$ cat config.mk
export PLATFORM = sky130hd
export DESIGN_NAME = ula_aritmetico
export DESIGN_NICKNAME = d
export VERILOG_FILES = /design/src/rtl/ula_pkg.sv /design/src/rtl/ula_addsub.sv /design/src/rtl/ula_aritmetico.sv
export SDC_FILE = /design/constraint.sdc
export NUM_CORES = 1
export LEC_CHECK = 0
export BUFFER_PORTS_ARGS = -buffer_cell sky130_fd_sc_hd__buf_2
export CAP_MARGIN = 20
export CELL_PAD_IN_SITES_DETAIL_PLACEMENT = 1
export CELL_PAD_IN_SITES_GLOBAL_PLACEMENT = 2
export CORE_ASPECT_RATIO = 0.6
export CORE_MARGIN = 2
export CORE_UTILIZATION = 31
export CTS_CLUSTER_DIAMETER = 120
export DETAILED_ROUTE_END_ITERATION = 6
export GPL_TIMING_DRIVEN = 0
export PLACE_DENSITY = 0.94
export SYNTH_ARGS = -nofsm -noshare
export SYNTH_HDL_FRONTEND = slang
export SYNTH_HIERARCHICAL = 1
export SYNTH_SLANG_ARGS = --single-unit
$ cat constraint.sdc
create_clock -name Clk -period 1.4 [get_ports Clk]
set_input_delay 0.42 -clock Clk [delete_from_list [all_inputs] [get_ports Clk]]
set_output_delay 0.42 -clock Clk [all_outputs]
set_load 0.03 [all_outputs]
$ cat src/rtl/ula_pkg.sv
// ula_pkg: shared width, arithmetic opcodes and signed-overflow helper for the ULA datapath
package ula_pkg;
  localparam int ULA_WIDTH = 6;
  typedef enum logic [3:0] {
    ADD  = 4'b0000,
    SUB  = 4'b0001,
    RSUB = 4'b0010,
    INCA = 4'b0011,
    DECA = 4'b0100,
    INCB = 4'b0101,
    DECB = 4'b0110,
    NEGA = 4'b0111
  } ula_arith_op_e;
  // Sign bits of the two adder inputs (after any inversion) and of the sum.
  function automatic logic signed_ovf(input logic xs, input logic ys, input logic rs);
    return (xs == ys) && (rs != xs);
  endfunction
endpackage

$ cat src/rtl/ula_addsub.sv
// ula_addsub: combinational adder x + (inv ? ~y : y) + cin with signed overflow
// ports: x_i, y_i operands; inv_i inverts y; cin_i carry-in; sum_o truncated sum; ovf_o signed overflow
module ula_addsub
  import ula_pkg::*;
#(
  parameter int WIDTH = ULA_WIDTH
) (
  input  logic [WIDTH-1:0] x_i,
  input  logic [WIDTH-1:0] y_i,
  input  logic             inv_i,
  input  logic             cin_i,
  output logic [WIDTH-1:0] sum_o,
  output logic             ovf_o
);
  logic [WIDTH-1:0] y_eff;
  assign y_eff = inv_i ? ~y_i : y_i;
  assign sum_o = x_i + y_eff + WIDTH'(cin_i);
  assign ovf_o = signed_ovf(x_i[WIDTH-1], y_eff[WIDTH-1], sum_o[WIDTH-1]);
endmodule

$ cat src/rtl/ula_aritmetico.sv
// ula_aritmetico: registered 6-bit arithmetic unit, eight two's-complement ops selected by Sel
// ports: Clk, Reset (async active-low), A, B, Sel in; O, Overflow, Zero registered out
module ula_aritmetico
  import ula_pkg::*;
#(
  parameter int WIDTH = ULA_WIDTH
) (
  input  logic             Clk,
  input  logic             Reset,
  input  logic [WIDTH-1:0] A,
  input  logic [WIDTH-1:0] B,
  input  logic [3:0]       Sel,
  output logic [WIDTH-1:0] O,
  output logic             Overflow,
  output logic             Zero
);
  ula_arith_op_e    op;
  logic [WIDTH-1:0] x, y, sum, o_d, o_q;
  logic             inv, add_ovf, ovf_d, ovf_q, zero_q;
  assign op = ula_arith_op_e'(Sel);
  // Every op is x + (y or ~y) + cin; subtraction/decrement/negate use ~y + 1.
  always_comb begin
    x   = (op == RSUB || op == INCB || op == DECB) ? B : (op == NEGA) ? '0 : A;
    y   = (op == ADD || op == SUB) ? B : (op == RSUB || op == NEGA) ? A : WIDTH'(1);
    inv = op == SUB || op == RSUB || op == DECA || op == DECB || op == NEGA;
  end
  ula_addsub #(.WIDTH(WIDTH)) u_addsub (
    .x_i  (x),
    .y_i  (y),
    .inv_i(inv),
    .cin_i(inv),
    .sum_o(sum),
    .ovf_o(add_ovf)
  );
  assign o_d   = Sel[3] ? '0 : sum;
  assign ovf_d = !Sel[3] && add_ovf;
  always_ff @(posedge Clk or negedge Reset) begin
    if (!Reset) begin
      o_q    <= '0;
      ovf_q  <= 1'b0;
      zero_q <= 1'b1;
    end else begin
      o_q    <= o_d;
      ovf_q  <= ovf_d;
      zero_q <= o_d == '0;
    end
  end
  assign O        = o_q;
  assign Overflow = ovf_q;
  assign Zero     = zero_q;
endmodule

==> flow_summary.ini, run 1 <==
[routing]
routed_wirelength_mm = 2.523
viasPerCell = 5.089
drtIter0Drc = 26
ant_nets = 0
wire_per_inst_um = 16.07
detail_route.first_pass.iterations = 4
drc_errors = 0
vias = 799

[setup_path]
path_class = in2reg
cp-start-kind = input pin
critical_path.endpoint = Zero$_DFF_PN1_
critPathLaunch = Sel[1]
worst_ep_arrival_time_ps = 2930
cp-end-kind = register
critical_path.max_fanout = 5
critPathRequiredTime_ps = 1560

[die]
start_util_pct = 31.96
die_w_um = 68.69
die_h_um = 42.81
row_count = 14
pin_count = 26
die_area_um2 = 2940
coreArea_um2 = 2435

[worst_hold_path]
hold_class = in2async

[yosys]
async_reset_ff_share_pct = 100.0
synth-seq-cells = 8
synthCells = 83
yosys_most_used_dff = dfrtp_1
synth.top_cells.by_count = nor2b_1 (9), nor2_1 (8), dfrtp_1 (7), xor2_1 (7)
synth.area.top_cells = dfrtp_1 (23%), xor2_1 (7.9%), nor2b_1 (7.2%), a22o_1 (6.8%), ha_1 (6.4%)
synth_top_area_share_pct = 22.51
synth_nets = 107
synth_area_um2 = 778.2
synth.most_common_cell = nor2b_1
synth_cell_type_count = 29
ys.warnings.count = 6
synth_edf_count = 0
ys_seq_area_share_pct = 25.88
yosysTopAreaCell = dfrtp_1
syn-mean-instance-area_um2 = 9.376

[clock_network]
numCtsBuffers = 3
htree_levels = 1
cts_buffer_depth = 2
hold_buffers = 0
clock_sinks = 8
cts_tree = built
clkTransAtPathRegs_ps = 40
cts-root-buf = clkbuf_8

[cells_and_area]
fin_nets = 150
areaGrowthSynthToFinish_pct = 63.34
drive_gt1_share_pct = 61.60
seqCellArea_um2 = 201.4
utilization_pct = 52.21
nFillCells = 285
multi_input_area_um2 = 683.2
n_antenna_cell = 0
instances_no_fill = 157

[global_route]
track_usage_pct = 18.02
grt.overflow.total = 0
grt_pass1_vias = 804
grt_max_degree = 11
antenna_found_initial = 0
grt_first_pass_wirelength_mm = 3.843

[timing]
hold_viol = 0
worst_slack_ps = -1374
timing.hold.ws_ps = 16.80
period_minus_slack_ps = 2774
worstMarginPinSlew_ps = 325.0
drv_slew = 0
maxSlewHeadroom_pct = 78.33
clock.fmax_mhz = 360.5
setup_viol = 8
rsz0062_at_grt = yes
setup_tns_ps = -7732
fin_crit_sh_pct = 198.1

[place]
dpl.hpwl_mm = 1.762
portBuffers = 25
placedCellCount = 140
finalWeightedCongestion = 0.7361

[power_and_ir_drop]
switchingPower_uw = 510.5
p_per_area_nw_per_um2 = 1073
p_seq_share_pct = 21.9
ir_drop_mv = 0.3534
p_leak_uw = 0.0006152
combPwrFrac_pct = 56.3
clockPowerShare_pct = 21.7
internal_power_uw = 853.5
swShare_pct = 37.42
design_power_total_uw = 1364

[outcome]
violations = setup timing
status = complete, but fails checks

[job]
cap_violations = 0
==> worst max-delay path: stages <==
cell and delay (ps):
buf_8 100, buf_8 120, xor2_2 140, o21ai_2 200, nor2_4 70, buf_6 140, buf_4 130, xor2_1 160
ha_2 300, nor2b_2 170, a311o_1 300, xnor2_1 150, nor2b_4 140, nor4_2 200, nor3b_2 190
==> flip-flops by register name, indices dropped and copies added (netlist names) <==
name,count
O,6
Overflow,1
Zero,1
==> power by group through the flow <==
stage	logic [µW]	registers [µW]	clock network [µW]
global route	832	303	317
detailed placement	585	304	0
finish	769	299	296
global placement	563	301	0
CTS	656	301	297
floorplan	315	413	0
==> timing repair <==
| item | CTS | global route |
|---|---|---|
| resized for setup | 19 | 18 |
| setup buffers | 7 | 6 |
| pin swaps | 11 | 16 |
| endpoints found under the setup margin | 8 | 8 |
==> how the worst min path moves through the flow <==
stage	slack (ps)	to	from	depth (start not counted)
4_1_cts	30	O[0]$_DFF_PN0_	Reset	1
3_3_place_gp	260	O[1]$_DFF_PN0_	Reset	1
6_report	20	O[0]$_DFF_PN0_	Reset	1
3_5_place_dp	270	O[0]$_DFF_PN0_	Reset	1
5_1_grt	30	O[0]$_DFF_PN0_	Reset	1
2_1_floorplan	120	O[0]$_DFF_PN0_	Reset	0
==> per-stage QoR <==
| step | cell area [µm²] | setup WS [ps] |
|---|---|---|
| floorplan | 805.8 | -1332 |
| global placement | 970.9 | -1804 |
| detailed placement | 970.9 | -1883 |
| CTS | 1142 | -1534 |
| global route | 1271 | -1492 |
| finish | 1271 | -1374 |
==> cells by family (layout without fill, tap and decap cells) <==
group / count (synthesis) / after routing / share of synthesized area, %
compound gates: 20 / 20 / 20.26
xor+xnor: 12 / 12 / 14.47
fa+ha+maj: 6 / 6 / 11.58
buf+inv: 9 / 51 / 5.627
flops: 8 / 8 / 25.89
mux: 1 / 1 / 1.286
simple gates: 27 / 27 / 20.90
==> placed cells by master (no fill, tap or decap), drive strengths merged <==
master  netlist  routed
nand2b        1       1
clkbuf        0       4
o21ai         1       1
nand3b        1       1
a21oi         4       4
nor2b         9       9
dfrtp         7       7
mux2i         1       1
a311o         1       1
a31oi         1       1
nand2         3       3
buf           3      41
a21o          2       2
ha            4       4
or2           2       2
nor3          1       1
fa            2       2
inv           6       6
nor2          8       8
dfstp         1       1
a22o          6       6
xnor2         5       5
nor4          1       1
xor2          7       7
a32oi         5       5
nor3b         1       1
==> layer usage <==
metal,part of all wire [%],wire [µm],track usage [%]
met5,0,0,0
met1,44,1121,24.14
met3,5.3,134,5.305
met2,47,1193,28.27
met4,2.9,74,4.400
==> cell type report <==
type,count,share of cell area [%]
Inverter,6,1.772
Buffer,3,2.657
Sequential cell,8,15.85
Timing Repair Buffer,38,19.29
Tap cell,32,3.150
Multi-Input combinational cell,66,53.74
Clock buffer,4,3.543
Power figures use the tool's default switching activity.
==> inputs of run 2 (changes only) <==
SYNTH_HIERARCHICAL = default   (was 1)
==> flow_summary.ini, run 2 <==
[power_and_ir_drop]
clockPowerShare_pct = 25.1
swShare_pct = 41.93
p_per_area_nw_per_um2 = 804.9
switchingPower_uw = 562.4
combPwrFrac_pct = 53.8
p_seq_share_pct = 21.1
p_leak_uw = 0.0007525
internal_power_uw = 779.0
ir_drop_mv = 0.3966

[yosys]
synth_nets = 147
synthCells = 124
async_reset_ff_share_pct = 100.0
synth-seq-cells = 8
synth_cell_type_count = 42
synth.top_cells.by_count = nor2_1 (13), o21ai_0 (12), a21oi_1 (7), dfrtp_1 (7)
synth_top_area_share_pct = 18.04
synth_top_family_by_area = compound AO/OA/AOI/OAI gates
yosys_most_used_dff = dfrtp_1
syn-mean-instance-area_um2 = 7.830
synthSimpleGateAreaFrac_pct = 20.49
ys.warnings.count = 0
synth_edf_count = 0
synth.area.top_cells = dfrtp_1 (18%), o21ai_0 (6.2%), ha_1 (5.2%), nor2_1 (5.0%), nor2b_1 (3.9%)
synth_area_um2 = 970.9
synth.most_common_cell = nor2_1
yosys-mux-area-fraction_pct = 4.253
synth_compound_area_share_pct = 35.18
ys_seq_area_share_pct = 20.75
synthXorXnorAreaFrac_pct = 4.510
yosys.area_share.adder_pct = 7.216
yosysTopAreaCell = dfrtp_1

[setup_path]
crit_family = compound AO/OA/AOI/OAI gates
path_cells = buf_12 > nor2b_4 > a211o_4 > a22o_1 > ha_4 > a21o_1 > a21o_1 > a21o_1 > a21oi_2 > xor2_1 > a41o_1
worst_ep_arrival_time_ps = 2620
critical_path.max_fanout = 8
path_class = in2reg
cp-end-kind = register
critical-path-max-stage-delay_ps = 310
critPathRequiredTime_ps = 1590
crit_buf_inv = 1
cpMostUsedCell = a21o_1
cpMaxStageDelayCell = a211o_4
cp-start-kind = input pin

[die]
start_util_pct = 33.16
row_count = 15
coreArea_um2 = 2928
die_w_um = 76.25
die_area_um2 = 3610
die_h_um = 47.35
pin_count = 26

[clock_network]
htree_levels = 1
hold_buffers = 0
cts_tree = built
cts-root-buf = clkbuf_8
cts_buffer_depth = 2
clkTransAtPathRegs_ps = 50
clock_sinks = 8
numCtsBuffers = 3

[cells_and_area]
final_cell_mix = buf_4 (24), buf_2 (21), nor2_1 (12)
seqCellArea_um2 = 201.4
n_antenna_cell = 0
multi_input_area_um2 = 888.4
largest_reg_flops = 6
drive_gt1_share_pct = 52.25
fin_nets = 202
nFillCells = 352
areaGrowthSynthToFinish_pct = 71.65
layout.cells.most_common = buf_4
instances_no_fill = 220

[global_route]
grt_first_pass_wirelength_mm = 6.258
grt.overflow.total = 0
grt_max_degree = 11
track_usage_pct = 23.19
grt_pass1_vias = 1205
antenna_found_initial = 0

[timing]
timing.hold.ws_ps = 9.268
hold_viol = 0
setup_viol = 7
maxSlewHeadroom_pct = 72.92
worstMarginPinSlew_ps = 402.0
drv_slew = 0
period_minus_slack_ps = 2434
rsz0062_at_grt = yes
clock.fmax_mhz = 410.8
fin_crit_sh_pct = 173.9
worst_slack_ps = -1034

[routing]
routed_wirelength_mm = 5.053
detail_route.first_pass.iterations = 4
vias = 1302
ant_nets = 0
drc_errors = 0
drtIter0Drc = 110
wire_per_inst_um = 22.97
viasPerCell = 5.918

[place]
dp_slack_ps = -1425
dpl.hpwl_mm = 2.591
portBuffers = 23
placedCellCount = 189
finalWeightedCongestion = 0.8473

[job]
cap_violations = 0

[outcome]
violations = setup timing
status = complete, but fails checks

[worst_hold_path]
hold_class = in2async
-- run 2: cell count changes after synthesis, moves of 3 or more --
cell	change
a31oi_1	+3
a21o_1	+3
a21oi_1	+4
xnor2_1	-3
nand2b_1	+3
nand2_1	+3
o21ai_0	+11
xor2_1	-3
or3_1	+4
clkbuf_1	+4
nor2b_1	-3
a32oi_1	-5
nor2_1	+5
-- run 2: how the worst max path moves through the flow --
stage          slack [ps]  cells after the start                 end    from
3_3_place_gp        -1360                     10      Zero$_DFF_PN1_  Sel[1]
4_1_cts              -990                     11      Zero$_DFF_PN1_  Sel[1]
3_5_place_dp        -1420                     11      Zero$_DFF_PN1_  Sel[2]
2_1_floorplan       -1050                     11      Zero$_DFF_PN1_  Sel[0]
5_1_grt             -1120                     11  Overflow$_DFF_PN0_  Sel[1]
6_report            -1030                     11      Zero$_DFF_PN1_  Sel[0]
-- run 2: layer usage --
metal / wire length (µm) / vias to the layer above / GRT usage, %
met1: 2046 / 650 / 27.55
met5: 0 / - / 0
met4: 165 / 0 / 8.727
li1: - / 565 / -
met3: 392 / 21 / 7.115
met2: 2448 / 66 / 41.59
-- run 2: kinds of logic after synthesis --
kind of cell | after synthesis
XOR/XNOR | 5
AO/OA/AOI/OAI | 48
flip-flops | 8
AND/OR/NAND/NOR | 39
multiplexers | 4
adder cells (fa/ha/maj) | 5
buffers and inverters | 15
-- run 2: through the flow --
step / util [%] / setup TNS [ps] / cell area, µm² / total power, µW
global route: 56.92 / -6295 / 1667 / 1382
detailed placement: 40.73 / -8657 / 1192 / 768.3
global placement: 40.73 / -8037 / 1192 / 739.7
finish: 56.92 / -5750 / 1667 / 1341
floorplan: - / -5489 / 1025 / 620.0
CTS: 50.04 / -5363 / 1465 / 1172
-- run 2: repair_timing --
| action | 4_1_cts | 5_1_grt |
|---|---|---|
| pin swaps | 13 | 17 |
| hold endpoints to repair | 0 | 0 |
| buffers inserted | 13 | 14 |
| setup endpoints to repair | 7 | 8 |
| resized for setup | 29 | 23 |
-- run 2: area by class of cell --
class	instances	share of cell area, %
clock buffers	4	2.703
multi-input cells	101	53.30
flip-flops and latches	8	12.09
plain buffers	9	5.781
well taps	42	3.153
repair buffers	50	21.62
inverters	6	1.351
-- run 2: power by group through the flow --
stage	logic, µW	clock network, µW	registers, µW
floorplan	277	0	343
global placement	467	0	273
detailed placement	491	0	277
CTS	583	316	274
global route	761	337	284
finish	721	336	284
==> inputs of run 3 (changes only) <==
CORE_ASPECT_RATIO = default   (was 0.6)
==> flow_summary.ini, run 3 (synthesized netlist as in run 2, its figures left out) <==
[place]
dpl.hpwl_mm = 2.220
portBuffers = 23
dpl-instance-area_um2 = 1195
dp_slack_ps = -1378
finalWeightedCongestion = 0.8122

[timing]
clock.fmax_mhz = 406.9
drv_slew = 0
worst_slack_ps = -1058
period_minus_slack_ps = 2458
rsz0062_at_grt = yes
hold_viol = 0
setup_viol = 7
fin_crit_sh_pct = 175.5
maxSlewHeadroom_pct = 59.73
worstMarginPinSlew_ps = 598.5

[setup_path]
critPathRequiredTime_ps = 1590
cp-start-kind = input pin
path_class = in2reg
critPathLaunch = Sel[2]
critical_path.max_fanout = 7
cp-end-kind = register
worst_ep_arrival_time_ps = 2640

[global_route]
antenna_found_initial = 0
grt_pass1_vias = 1109
grt_max_degree = 11
track_usage_pct = 18.89
grt.overflow.total = 0
grt_first_pass_wirelength_mm = 5.257

[job]
cap_violations = 0

[cells_and_area]
nFillCells = 363
largest_reg_flops = 6
seqCellArea_um2 = 201.4
final_cell_area_um2 = 1607
n_antenna_cell = 0
layout.cells.most_common = buf_2
areaGrowthSynthToFinish_pct = 65.46
fin_nets = 197
utilization_pct = 53.06
multi_input_area_um2 = 875.8
final_cell_mix = buf_2 (21), buf_4 (17), nor2_1 (12)
drive_gt1_share_pct = 50.87

[worst_hold_path]
hold_start = Sel[3]
hold_class = in2reg

[power_and_ir_drop]
ir_drop_mv = 0.2246
p_per_area_nw_per_um2 = 706.3
p_leak_uw = 0.0007200

[die]
coreArea_um2 = 3028
start_util_pct = 32.07
die_h_um = 59.97
die_area_um2 = 3596
pin_count = 26
row_count = 20
die_w_um = 59.97

[routing]
ant_nets = 0
viasPerCell = 5.373
wire_per_inst_um = 17.38
drtIter0Drc = 12
detail_route.first_pass.iterations = 4
drc_errors = 0
routed_wirelength_mm = 3.771
vias = 1166

[clock_network]
cts_tree = built
cts_buffer_depth = 2
numCtsBuffers = 3
clkTransAtPathRegs_ps = 50
clock_sinks = 8
htree_levels = 1
cts-root-buf = clkbuf_4

[outcome]
status = complete, but fails checks
violations = setup timing
==> run 3: cell types whose count changed in the layout (fill, tap and decap cells not counted), moves of 2 or more <==
cell and delta:
buf_4 -7, o21ai_0 +4, o21ai_1 -4, clkbuf_4 +3
buf_8 -2
==> run 3: what timing repair did <==
action	CTS	global route
setup endpoints to repair	7	7
setup buffers	10	10
hold buffers	1	0
hold endpoints to repair	6	0
pin swaps	14	16
gates cloned	1	0
gates resized for setup	29	19
==> run 3: metal layers <==
layer | global-route usage [%] | part of all wire [%] | routed length, µm | vias up
met5 | 0 | 0 | 0 | -
met4 | 3.810 | 1.2 | 44 | 0
met3 | 0.6494 | 1.8 | 67 | 6
met2 | 35.40 | 55 | 2083 | 29
met1 | 23.76 | 42 | 1575 | 576
li1 | - | - | - | 555
==> run 3: final cells by class <==
cell class | count | area share (%)
tap | 44 | 3.427
inverter | 6 | 1.558
timing repair buffer | 45 | 20.40
multi-input combinational | 101 | 54.52
buffer | 9 | 5.919
sequential | 8 | 12.54
clock buffer | 4 | 1.636
==> run 3: worst max-delay path, cell delays in order <==
cell and delay (ps):
buf_12 110, nand2b_4 160, or3_4 410, a31oi_4 190, ha_4 230, a21o_1 180
a21o_1 170, a21o_1 190, a21oi_2 170, xor2_1 220, a41o_1 190
==> run 3: per-stage QoR <==
| step | std cells | total power, µW | hold WS (ps) | TNS (ps) |
|---|---|---|---|---|
| 6_report | 217 | 1135 | 498.6 | -5800 |
| 5_1_grt | 217 | 1211 | 497.4 | -6274 |
| 4_1_cts | 207 | 1032 | 486.7 | -5379 |
| 3_5_place_dp | 191 | 758.2 | 262.2 | -8351 |
| 3_3_place_gp | 191 | 736.5 | 256.0 | -7966 |
| 2_1_floorplan | 124 | 620.0 | 124.4 | -5489 |
==> run 3: power breakdown <==
| part | internal [µW] | total, µW | switching, µW |
|---|---|---|---|
| clock network | 109 | 180 | 71.4 |
| registers | 264 | 270 | 5.83 |
| logic | 313 | 685 | 372 |
| total | 686 | 1130 | 449 |
==> run 3: path summary, 6_finish.rpt <==
check                                  to  slack [ps]  depth (start not counted)
setup / recovery           Zero$_DFF_PN1_       -1060                         11
hold / removal             Zero$_DFF_PN1_         500                          3
max in group asynchronous  Zero$_DFF_PN1_         640                          2
min in group asynchronous  O[3]$_DFF_PN0_         530                          2
